File: config.mk
export PLATFORM = sky130hd
export DESIGN_NAME = comma_aligner
export DESIGN_NICKNAME = d
export VERILOG_FILES = /design/src/rtl/comma_aligner.sv
export SDC_FILE = /design/constraint.sdc
export NUM_CORES = 1
export LEC_CHECK = 0
export CAP_MARGIN = 30
export CORE_MARGIN = 2
export CORE_UTILIZATION = 30
export CTS_CLUSTER_SIZE = 10
export DETAILED_ROUTE_END_ITERATION = 7
export SYNTH_ARGS = -nofsm -noshare
export SYNTH_HDL_FRONTEND = slang
export SYNTH_SLANG_ARGS = --single-unit
File: constraint.sdc
create_clock -name i_Clk -period 3.8 [get_ports i_Clk]
set_clock_uncertainty 0.1 [all_clocks]
set_input_delay 0.38 -clock i_Clk [delete_from_list [all_inputs] [get_ports i_Clk]]
set_output_delay 0.38 -clock i_Clk [all_outputs]
set_load 0.05 [all_outputs]
File: src/rtl/comma_aligner.sv
// rtl/comma_aligner.sv - K28.5 comma detection and 10b word alignment for a serial bit stream
//
// Ports:
//   i_Clk        : clock, all logic on the rising edge
//   i_Rst        : asynchronous active-high reset
//   i_Data_In    : recovered serial bit
//   i_Bit_Valid  : i_Data_In carries a new bit this cycle
//   o_Word       : aligned 10b code group, first received bit in o_Word[9]
//   o_Word_Valid : one-cycle strobe qualifying o_Word
//   o_Comma      : o_Word is K28.5 (qualified by o_Word_Valid)
//   o_Aligned    : high while the aligner is LOCKED
//   o_Realign    : one-cycle pulse when the word boundary moves
module comma_aligner #(
    parameter int LOCK_CNT      = 2,
    parameter int MISALIGN_MAX  = 2,
    parameter int TIMEOUT_WORDS = 255
) (
    input  logic       i_Clk,
    input  logic       i_Rst,
    input  logic       i_Data_In,
    input  logic       i_Bit_Valid,
    output logic [9:0] o_Word,
    output logic       o_Word_Valid,
    output logic       o_Comma,
    output logic       o_Aligned,
    output logic       o_Realign
);

    localparam int GW = $clog2(LOCK_CNT + 1);
    localparam int MW = $clog2(MISALIGN_MAX + 1);
    localparam int TW = $clog2(TIMEOUT_WORDS + 1);

    localparam logic [GW-1:0] G_MAX  = GW'(LOCK_CNT);
    localparam logic [GW-1:0] G_LAST = GW'(LOCK_CNT - 1);
    localparam logic [MW-1:0] M_LAST = MW'(MISALIGN_MAX - 1);
    localparam logic [TW-1:0] T_MAX  = TW'(TIMEOUT_WORDS);
    localparam logic [TW-1:0] T_LAST = TW'(TIMEOUT_WORDS - 1);

    localparam logic [9:0] K28_5_NEG = 10'b0011111010;
    localparam logic [9:0] K28_5_POS = 10'b1100000101;

    typedef enum logic [1:0] {
        HUNT   = 2'd0,
        CHECK  = 2'd1,
        LOCKED = 2'd2
    } state_t;

    state_t state, state_nx;

    logic [9:0]    sr, sr_nx, shifted, word_nx;
    logic [3:0]    bcnt, bcnt_nx;
    logic [GW-1:0] good, good_nx;
    logic [MW-1:0] mis, mis_nx;
    logic [TW-1:0] tout, tout_nx;
    logic          wv_nx, comma_nx, realign_nx;
    logic          is_comma, word_end, do_realign, do_emit;

    assign shifted  = {sr[8:0], i_Data_In};
    assign is_comma = (shifted == K28_5_NEG) || (shifted == K28_5_POS);
    assign word_end = (bcnt == 4'd9);

    always_comb begin
        state_nx   = state;
        sr_nx      = sr;
        bcnt_nx    = bcnt;
        good_nx    = good;
        mis_nx     = mis;
        tout_nx    = tout;
        word_nx    = o_Word;
        wv_nx      = 1'b0;
        comma_nx   = 1'b0;
        realign_nx = 1'b0;
        do_realign = 1'b0;
        do_emit    = 1'b0;

        if (i_Bit_Valid) begin
            sr_nx   = shifted;
            bcnt_nx = word_end ? 4'd0 : bcnt + 4'd1;

            case (state)
                HUNT: begin
                    if (is_comma) do_realign = 1'b1;
                end
                CHECK: begin
                    if (is_comma && !word_end) begin
                        do_realign = 1'b1;
                    end else if (word_end) begin
                        do_emit = 1'b1;
                        if (is_comma) begin
                            // an aligned comma beats a coincident timeout
                            tout_nx = '0;
                            good_nx = (good == G_MAX) ? good : good + GW'(1);
                            if (good >= G_LAST) state_nx = LOCKED;
                        end else begin
                            tout_nx = (tout == T_MAX) ? tout : tout + TW'(1);
                            if (tout >= T_LAST) state_nx = HUNT;
                        end
                    end
                end
                LOCKED: begin
                    if (is_comma && !word_end) begin
                        // keep the old boundary until enough misaligned commas pile up
                        if (mis >= M_LAST) do_realign = 1'b1;
                        else               mis_nx = mis + MW'(1);
                    end else if (word_end) begin
                        do_emit = 1'b1;
                        if (is_comma) begin
                            mis_nx  = '0;
                            tout_nx = '0;
                        end else begin
                            tout_nx = (tout == T_MAX) ? tout : tout + TW'(1);
                            if (tout >= T_LAST) state_nx = HUNT;
                        end
                    end
                end
                default: state_nx = HUNT;
            endcase

            if (do_realign) begin
                // the comma itself closes a word; the next bit starts a fresh one
                word_nx    = shifted;
                wv_nx      = 1'b1;
                comma_nx   = 1'b1;
                realign_nx = 1'b1;
                bcnt_nx    = 4'd0;
                good_nx    = GW'(1);
                mis_nx     = '0;
                tout_nx    = '0;
                state_nx   = CHECK;
            end

            if (do_emit) begin
                word_nx  = shifted;
                wv_nx    = 1'b1;
                comma_nx = is_comma;
            end
        end
    end

    always_ff @(posedge i_Clk or posedge i_Rst) begin
        if (i_Rst) state <= HUNT;
        else       state <= state_nx;
    end

    always_ff @(posedge i_Clk or posedge i_Rst) begin
        if (i_Rst) begin
            sr           <= '0;
            bcnt         <= '0;
            good         <= '0;
            mis          <= '0;
            tout         <= '0;
            o_Word       <= '0;
            o_Word_Valid <= 1'b0;
            o_Comma      <= 1'b0;
            o_Realign    <= 1'b0;
            o_Aligned    <= 1'b0;
        end else begin
            sr           <= sr_nx;
            bcnt         <= bcnt_nx;
            good         <= good_nx;
            mis          <= mis_nx;
            tout         <= tout_nx;
            o_Word       <= word_nx;
            o_Word_Valid <= wv_nx;
            o_Comma      <= comma_nx;
            o_Realign    <= realign_nx;
            o_Aligned    <= (state_nx == LOCKED);
        end
    end

endmodule

==> impl_metrics.py, run 1 <==
metrics = {
    "clock_tree": {
        "cts.reportedPaths.clkPinSlew_ns": 0.08,
        "cts.repair.resized": 0,
        "htreeDepth": 2,
        "cts.path.max_buffers": 2,
        "numCtsBuffers": 5,
        "clk_latency_ns": 0.30,
        "tritoncts": "built",
        "cts_hold_buffers": 0,
        "clkSinkCount": 41,
        "clock-root-buffer": "sky130_fd_sc_hd__clkbuf_8",
        "cts_setup_buffers": 0,
    },
    "floorplanning": {
        "die_span_x_um": 92.3,
        "core_area_um2": 7650,
        "chip_height_um": 92.3,
        "ios": 18,
        "die_area_um2": 8520,
        "initial_core_util_pct": 30.6,
        "floorplan_row_count": 32,
    },
    "drt": {
        "vias_per_cell": 5.09,
        "ant_nets": 0,
        "route.detailed.drc": 0,
        "wl_per_cell_um": 14.3,
        "dr.pass1.iters": 4,
        "routed_wl_um": 4760,
        "total_via_count_in_the_routed_design": 1689,
        "detailedRoute.firstIterationViolations": 103,
    },
    "pwr": {
        "comb_power_share_pct": 34.9,
        "p_per_area_nw_per_um2": 562,
        "power.net_switching_mw": 0.564,
        "clock_power_share_pct": 23.4,
        "leakagePower_nw": 1.17,
        "swShare_pct": 36.9,
        "power.ir.vdd_worst_v": 0.000285,
        "power_frac_seq_pct": 41.7,
        "p_int_mw": 0.962,
    },
    "global_route": {
        "gr-total-overflow": 0,
        "number_of_global_route_vias_before_repair": 1699,
        "grt_antenna_before_repair": 0,
        "globalRouteTotalUtil_pct": 12.1,
        "maximum_number_of_pins_on_one_net_before_global_route_repair": 42,
        "grt_pass1_wl_um": 8290,
    },
    "timing": {
        "timing.final.max_slew_violations": 0,
        "rsz0062_at_grt": "false",
        "max_freq_mhz": 426,
        "final-hold-violation-count": 0,
        "period_minus_slack_ns": 2.35,
        "tightest_slew_ns": 0.529,
        "total_negative_setup_slacks_ns": 0,
        "setup_ws_ns": 1.45,
        "final-setup-viol-count": 0,
        "timing.slew.headroom_pct": 64.8,
        "period_share_pct": 61.8,
    },
    "final_layout": {
        "flow.area_growth_from_synthesis_pct": 16.0,
        "post-route-cell-area_um2": 2710,
        "num-fill-cells": 736,
        "finish.net_count": 244,
        "antenna_cells_inserted": 0,
        "utilization_pct": 35.5,
        "drive_gt1_share_pct": 16.5,
    },
    "worst_setup_path": {
        "critical_path_class": "input pin to flip-flop",
        "cp_data_required_time_ns": 3.89,
        "cp_max_fo": 6,
        "reg2regPathDepth": 8,
        "type_of_element_capturing_the_critical_path": "flip-flop",
        "crit_path_start_kind": "input pin",
        "critical_path_cell_with_the_highest_stage_delay": "sky130_fd_sc_hd__clkdlybuf4s50_1",
        "worstPathCellList": "clkdlybuf4s50_1 -> nand4bb_1 -> nor4_4 -> o22ai_1 -> a211oi_2 -> mux2_1",
        "timing.critical_path.slowest_cell_delay_ns": 0.45,
        "timing.critical_path.buf_inv": 1,
        "cp_data_arrival_time_ns": 2.43,
        "critPathTopFamily": "simple AND/OR/NAND/NOR gates",
        "cp.depth": 6,
    },
    "flow_run": {
        "timing.max_cap.violations": 0,
    },
    "synthesis": {
        "yosys_register_bits": 41,
        "postSynth.topFlopCell": "sky130_fd_sc_hd__dfrtp_1",
        "syn-mean-instance-area_um2": 11.1,
        "seq_area_frac_synth_pct": 43.9,
        "synth.largest_area_cell": "sky130_fd_sc_hd__dfrtp_1",
        "synth.yosys.warnings": 0,
        "synth_enable_flop_cells": 0,
        "yosys.area.top_type_share_pct": 43.9,
        "area_of_the_mapped_netlist_um2": 2340,
        "synthArstFlopShare_pct": 100,
        "top_post_synthesis_cells_by_area": "sky130_fd_sc_hd__dfrtp_1 (44%), sky130_fd_sc_hd__mux2_4 (6.4%), sky130_fd_sc_hd__ha_1 (5.9%)",
        "yosys.cell_types.count": 60,
        "total_nets_after_synthesis": 225,
        "post_synth_inst_count": 210,
    },
    "placed_design": {
        "buffer_ports.inserted": 17,
        "pre_cts_slack_ns": 1.14,
        "detailed_place_hpwl_um": 3330,
        "postPlaceCellArea_um2": 2600,
        "globalplace.congestion": 0.812,
    },
    "run_status": {
        "status": "complete, no violations",
    },
    "min_path": {
        "hold_class": "input pin to asynchronous set/reset pin",
    },
}
[tightest hold or removal path, stage by stage]
cell                              delay, ns
sky130_fd_sc_hd__clkdlybuf4s50_1       0.40
sky130_fd_sc_hd__inv_1                 0.05
sky130_fd_sc_hd__buf_4                 0.44
[final cells by class]
class,instances,area [um2],area share (%)
sequential,41,1030,37.8
timing repair buffer,19,185,6.82
tap,102,128,4.70
clock inverter,3,43.8,1.61
inverter,20,82.6,3.04
multi-input combinational,142,1180,43.5
clock buffer,5,68.8,2.54
[cells in the mapped netlist (2+ instances only)]
cell type,n
sky130_fd_sc_hd__a211o_1,2
sky130_fd_sc_hd__a211oi_1,2
sky130_fd_sc_hd__a21o_1,2
sky130_fd_sc_hd__a21oi_1,5
sky130_fd_sc_hd__a221oi_1,2
sky130_fd_sc_hd__a22o_1,2
sky130_fd_sc_hd__a31oi_1,2
sky130_fd_sc_hd__a32oi_1,2
sky130_fd_sc_hd__a41oi_1,2
sky130_fd_sc_hd__and2_1,2
sky130_fd_sc_hd__and4_1,2
sky130_fd_sc_hd__clkbuf_1,3
sky130_fd_sc_hd__dfrtp_1,41
sky130_fd_sc_hd__ha_1,11
sky130_fd_sc_hd__inv_1,19
sky130_fd_sc_hd__mux2_2,9
sky130_fd_sc_hd__mux2_4,10
sky130_fd_sc_hd__mux2i_1,5
sky130_fd_sc_hd__nand2_1,13
sky130_fd_sc_hd__nand2b_1,5
sky130_fd_sc_hd__nand3_1,6
sky130_fd_sc_hd__nand4_1,4
sky130_fd_sc_hd__nor2_1,8
sky130_fd_sc_hd__nor2b_1,3
sky130_fd_sc_hd__o211ai_1,4
sky130_fd_sc_hd__o21ai_0,6
sky130_fd_sc_hd__o21ai_1,2
sky130_fd_sc_hd__o22ai_1,4
[placed cells by master, fill, tap and decap left out, types with 3 or more instances in the layout]
master                             n
sky130_fd_sc_hd__a21oi_1           5
sky130_fd_sc_hd__clkbuf_8          5
sky130_fd_sc_hd__clkdlybuf4s50_1  17
sky130_fd_sc_hd__dfrtp_1          41
sky130_fd_sc_hd__ha_1             11
sky130_fd_sc_hd__inv_1            19
sky130_fd_sc_hd__mux2_2            9
sky130_fd_sc_hd__mux2_4           10
sky130_fd_sc_hd__mux2i_1           5
sky130_fd_sc_hd__nand2_1          13
sky130_fd_sc_hd__nand2b_1          5
sky130_fd_sc_hd__nand3_1           6
sky130_fd_sc_hd__nand4_1           4
sky130_fd_sc_hd__nor2_1            8
sky130_fd_sc_hd__nor2b_1           3
sky130_fd_sc_hd__o211ai_1          4
sky130_fd_sc_hd__o21ai_0           6
sky130_fd_sc_hd__o22ai_1           4
[sequential cells by signal, indices dropped and copies added (netlist names)]
signal,flops
mis,2
o_Aligned,1
o_Word,10
good,2
o_Comma,1
state,2
o_Realign,1
bcnt,4
sr,9
tout,8
o_Word_Valid,1
[power groups by stage]
stage	Combinational [mW]	Sequential [mW]	Clock, mW
4_1_cts	0.536	0.637	0.368
3_5_place_dp	0.534	0.643	0
5_1_grt	0.583	0.656	0.393
3_3_place_gp	0.525	0.643	0
2_1_floorplan	0.290	0.736	0
6_report	0.532	0.636	0.357
[worst paths after layout]
check                               start         to  slack [ns]
worst min register to register  o_Word[5]  o_Word[5]        0.42
min in group i_Clk              o_Word[5]  o_Word[5]        0.42
worst max-delay path            i_Data_In    good[0]        1.45
worst max register to register    bcnt[1]  o_Word[6]        1.45
worst min-delay path                i_Rst  o_Realign        0.42
max in group asynchronous           i_Rst     mis[1]        2.82
[cells by family (layout without fill, tap and decap cells)]
group	after synthesis	count (layout)	synth area share [%]
fa+ha+maj	11	11	5.88
mux	25	25	13.4
compound gates	50	50	16.7
simple gates	56	56	14.4
flops	41	41	43.9
buf+inv	27	47	5.72
[per-stage QoR]
step	instances	power [mW]	hold WS, ns
3_3_place_gp	324	1.17	0.399
6_report	332	1.53	0.417
5_1_grt	332	1.63	0.453
3_5_place_dp	324	1.18	0.397
4_1_cts	332	1.54	0.423
2_1_floorplan	210	1.03	0.381
[metal layers]
| layer | track usage [%] | part of all wire [%] | vias to the layer above | wire length (um) |
|---|---|---|---|---|
| met4 | 3.36 | 0.92 | 0 | 44 |
| li1 | - | - | 812 | - |
| met2 | 18.9 | 48 | 23 | 2270 |
| met1 | 17.2 | 49 | 849 | 2310 |
| met5 | 0 | 0 | - | 0 |
| met3 | 2.44 | 2.9 | 5 | 136 |
Power figures use the tool's default switching activity.
==> run 2: changes to the inputs <==
Clock period 3.8 ns to 2.4 ns, I/O delays scaled along.
==> run 2 against run 1 <==
  * Routed wire length is 2.7% lower
  * Worst hold slack worse by 0.15 ns
  * Final cell count is 2.4% higher
  * Non-clock buffer count is 8 higher
  * Highest routed layer unchanged
  * First-iteration DRC count is 34% lower
==> impl_metrics.py, run 2 (synthesis gave the netlist of run 1 again) <==
metrics = {
    "placed_design": {
        "dp.cells": 332,
        "buffer_ports.inserted": 17,
        "globalplace.congestion": 0.825,
        "detailed_place_hpwl_um": 3340,
    },
    "drt": {
        "wl_per_cell_um": 13.6,
        "total_via_count_in_the_routed_design": 1690,
        "ant_nets": 0,
        "routed_wl_um": 4630,
        "detailedRoute.firstIterationViolations": 68,
        "route.detailed.drc": 0,
        "dr.pass1.iters": 4,
        "vias_per_cell": 4.97,
    },
    "clock_tree": {
        "cts.path.max_buffers": 2,
        "clock-root-buffer": "sky130_fd_sc_hd__clkbuf_8",
        "numCtsBuffers": 5,
        "cts_hold_buffers": 0,
        "clk_latency_ns": 0.30,
        "cts.reportedPaths.clkPinSlew_ns": 0.09,
        "clkSinkCount": 41,
        "tritoncts": "built",
        "htreeDepth": 2,
        "cts.repair.resized": 0,
        "cts_setup_buffers": 0,
    },
    "final_layout": {
        "num-fill-cells": 758,
        "flow.area_growth_from_synthesis_pct": 17.8,
        "finish.net_count": 252,
        "leading_cell_type_in_the_layout_fill_and_taps_excluded": "sky130_fd_sc_hd__dfrtp_1",
        "reg.largest.list": "o_Word: 10 flops, sr: 9 flops, tout: 8 flops",
        "post_layout_nonfiller_instances": 340,
        "drive_gt1_share_pct": 19.3,
        "largest_reg_flops": 10,
        "mostFrequentLayoutCells": "sky130_fd_sc_hd__dfrtp_1 (41), sky130_fd_sc_hd__inv_1 (19), sky130_fd_sc_hd__clkdlybuf4s50_1 (17)",
        "registers.top_by_ff_count": "o_Word",
        "antenna_cells_inserted": 0,
    },
    "timing": {
        "final-setup-viol-count": 0,
        "final.hold.worst_slack_ns": 0.263,
        "timing.slew.headroom_pct": 65.8,
        "period_minus_slack_ns": 2.23,
        "final-hold-violation-count": 0,
        "rsz0062_at_grt": "true",
        "max_freq_mhz": 449,
        "tightest_slew_ns": 0.513,
        "period_share_pct": 92.8,
        "timing.final.max_slew_violations": 0,
    },
    "run_status": {
        "status": "complete, no violations",
    },
    "worst_setup_path": {
        "crit_path_start_kind": "flip-flop",
        "cp_data_required_time_ns": 2.50,
        "cp_max_fo": 10,
        "rr_endpoint": "o_Word[1]",
        "type_of_element_capturing_the_critical_path": "flip-flop",
        "r2r-start": "state[0]",
        "cp_data_arrival_time_ns": 2.32,
        "rrSetupSlack_ns": 0.17,
        "critical_path_class": "flip-flop to flip-flop",
        "reg2regPathDepth": 8,
    },
    "pwr": {
        "power.ir.vdd_worst_v": 0.000525,
        "leakagePower_nw": 1.20,
        "p_per_area_nw_per_um2": 848,
    },
    "global_route": {
        "grt_antenna_before_repair": 0,
        "number_of_global_route_vias_before_repair": 1730,
        "maximum_number_of_pins_on_one_net_before_global_route_repair": 42,
        "grt_pass1_wl_um": 8230,
        "globalRouteTotalUtil_pct": 12.1,
        "gr-total-overflow": 0,
        "globalRouteMet3Util_pct": 2.44,
        "grt_use_met1_pct": 16.9,
        "gr-usage-met2_pct": 18.3,
        "grt-busiest-layer": "met2",
    },
    "floorplanning": {
        "ios": 18,
        "initial_core_util_pct": 30.6,
        "chip_height_um": 92.3,
        "core_area_um2": 7650,
        "floorplan_row_count": 32,
        "die_span_x_um": 92.3,
        "die_area_um2": 8520,
    },
    "flow_run": {
        "timing.max_cap.violations": 0,
    },
    "min_path": {
        "hold_class": "input pin to asynchronous set/reset pin",
    },
}
run 2: cell count changes in the layout (fill, tap and decap cells not counted):
| cell | before | now |
|---|---|---|
| sky130_fd_sc_hd__inv_6 | 1 | 2 |
| sky130_fd_sc_hd__clkinvlp_4 | 0 | 1 |
| sky130_fd_sc_hd__clkinv_2 | 1 | 0 |
| sky130_fd_sc_hd__bufinv_16 | 1 | 0 |
| sky130_fd_sc_hd__buf_4 | 2 | 10 |
run 2: where the power goes:
part	internal [mW]	switching (mW)	leakage, nW
Combinational	0.363	0.486	0.631
Sequential	0.857	0.147	0.519
Clock	0.212	0.272	0.0452
Total	1.43	0.905	1.20
run 2: worst max path at each step:
stage | start | end | cells past startpoint
global placement | i_Data_In | o_Aligned | 6
CTS | bcnt[0] | good[0] | 6
detailed placement | i_Data_In | good[0] | 7
finish | state[0] | o_Word[1] | 8
global route | bcnt[1] | mis[0] | 7
floorplan | state[0] | o_Word[0] | 9
run 2: worst max-delay path: stages (launching register included):
cell and delay [ns]:
sky130_fd_sc_hd__dfrtp_1 0.38, sky130_fd_sc_hd__inv_1 0.10, sky130_fd_sc_hd__ha_1 0.21, sky130_fd_sc_hd__nor2b_1 0.14, sky130_fd_sc_hd__o21a_1 0.24, sky130_fd_sc_hd__o221ai_4 0.29
sky130_fd_sc_hd__and2_4 0.28, sky130_fd_sc_hd__inv_8 0.07, sky130_fd_sc_hd__mux2_4 0.30
run 2: final cells by class:
cell class                      instances  area, um2  share of cell area, %
Clock inverter                          3       25.0                  0.908
Inverter                               20       82.6                   3.00
Tap cell                              102        128                   4.63
Sequential cell                        41       1030                   37.2
Timing Repair Buffer                   27        245                   8.90
Multi-Input combinational cell        142       1180                   42.8
Clock buffer                            5       68.8                   2.50
run 2: routing by layer:
metal	up-vias	part of all wire, %
met1	834	51
met4	0	1.9
met3	8	2.6
met2	21	45
met5	-	0
li1	827	-
run 2: stage by stage:
stage / TNS, ns / power (mW) / worst slack (ns) / utilization, % / instance area [um2]
finish: 0 / 2.34 / 0.173 / 36.0 / 2760
global placement: 0 / 1.85 / 0.0344 / 34.8 / 2660
CTS: 0 / 2.36 / 0.175 / 36.0 / 2760
floorplan: 0 / 1.63 / 0.263 / - / 2340
detailed placement: 0 / 1.87 / 0.0165 / 34.8 / 2660
global route: -0.0149 / 2.49 / -0.0149 / 36.0 / 2760
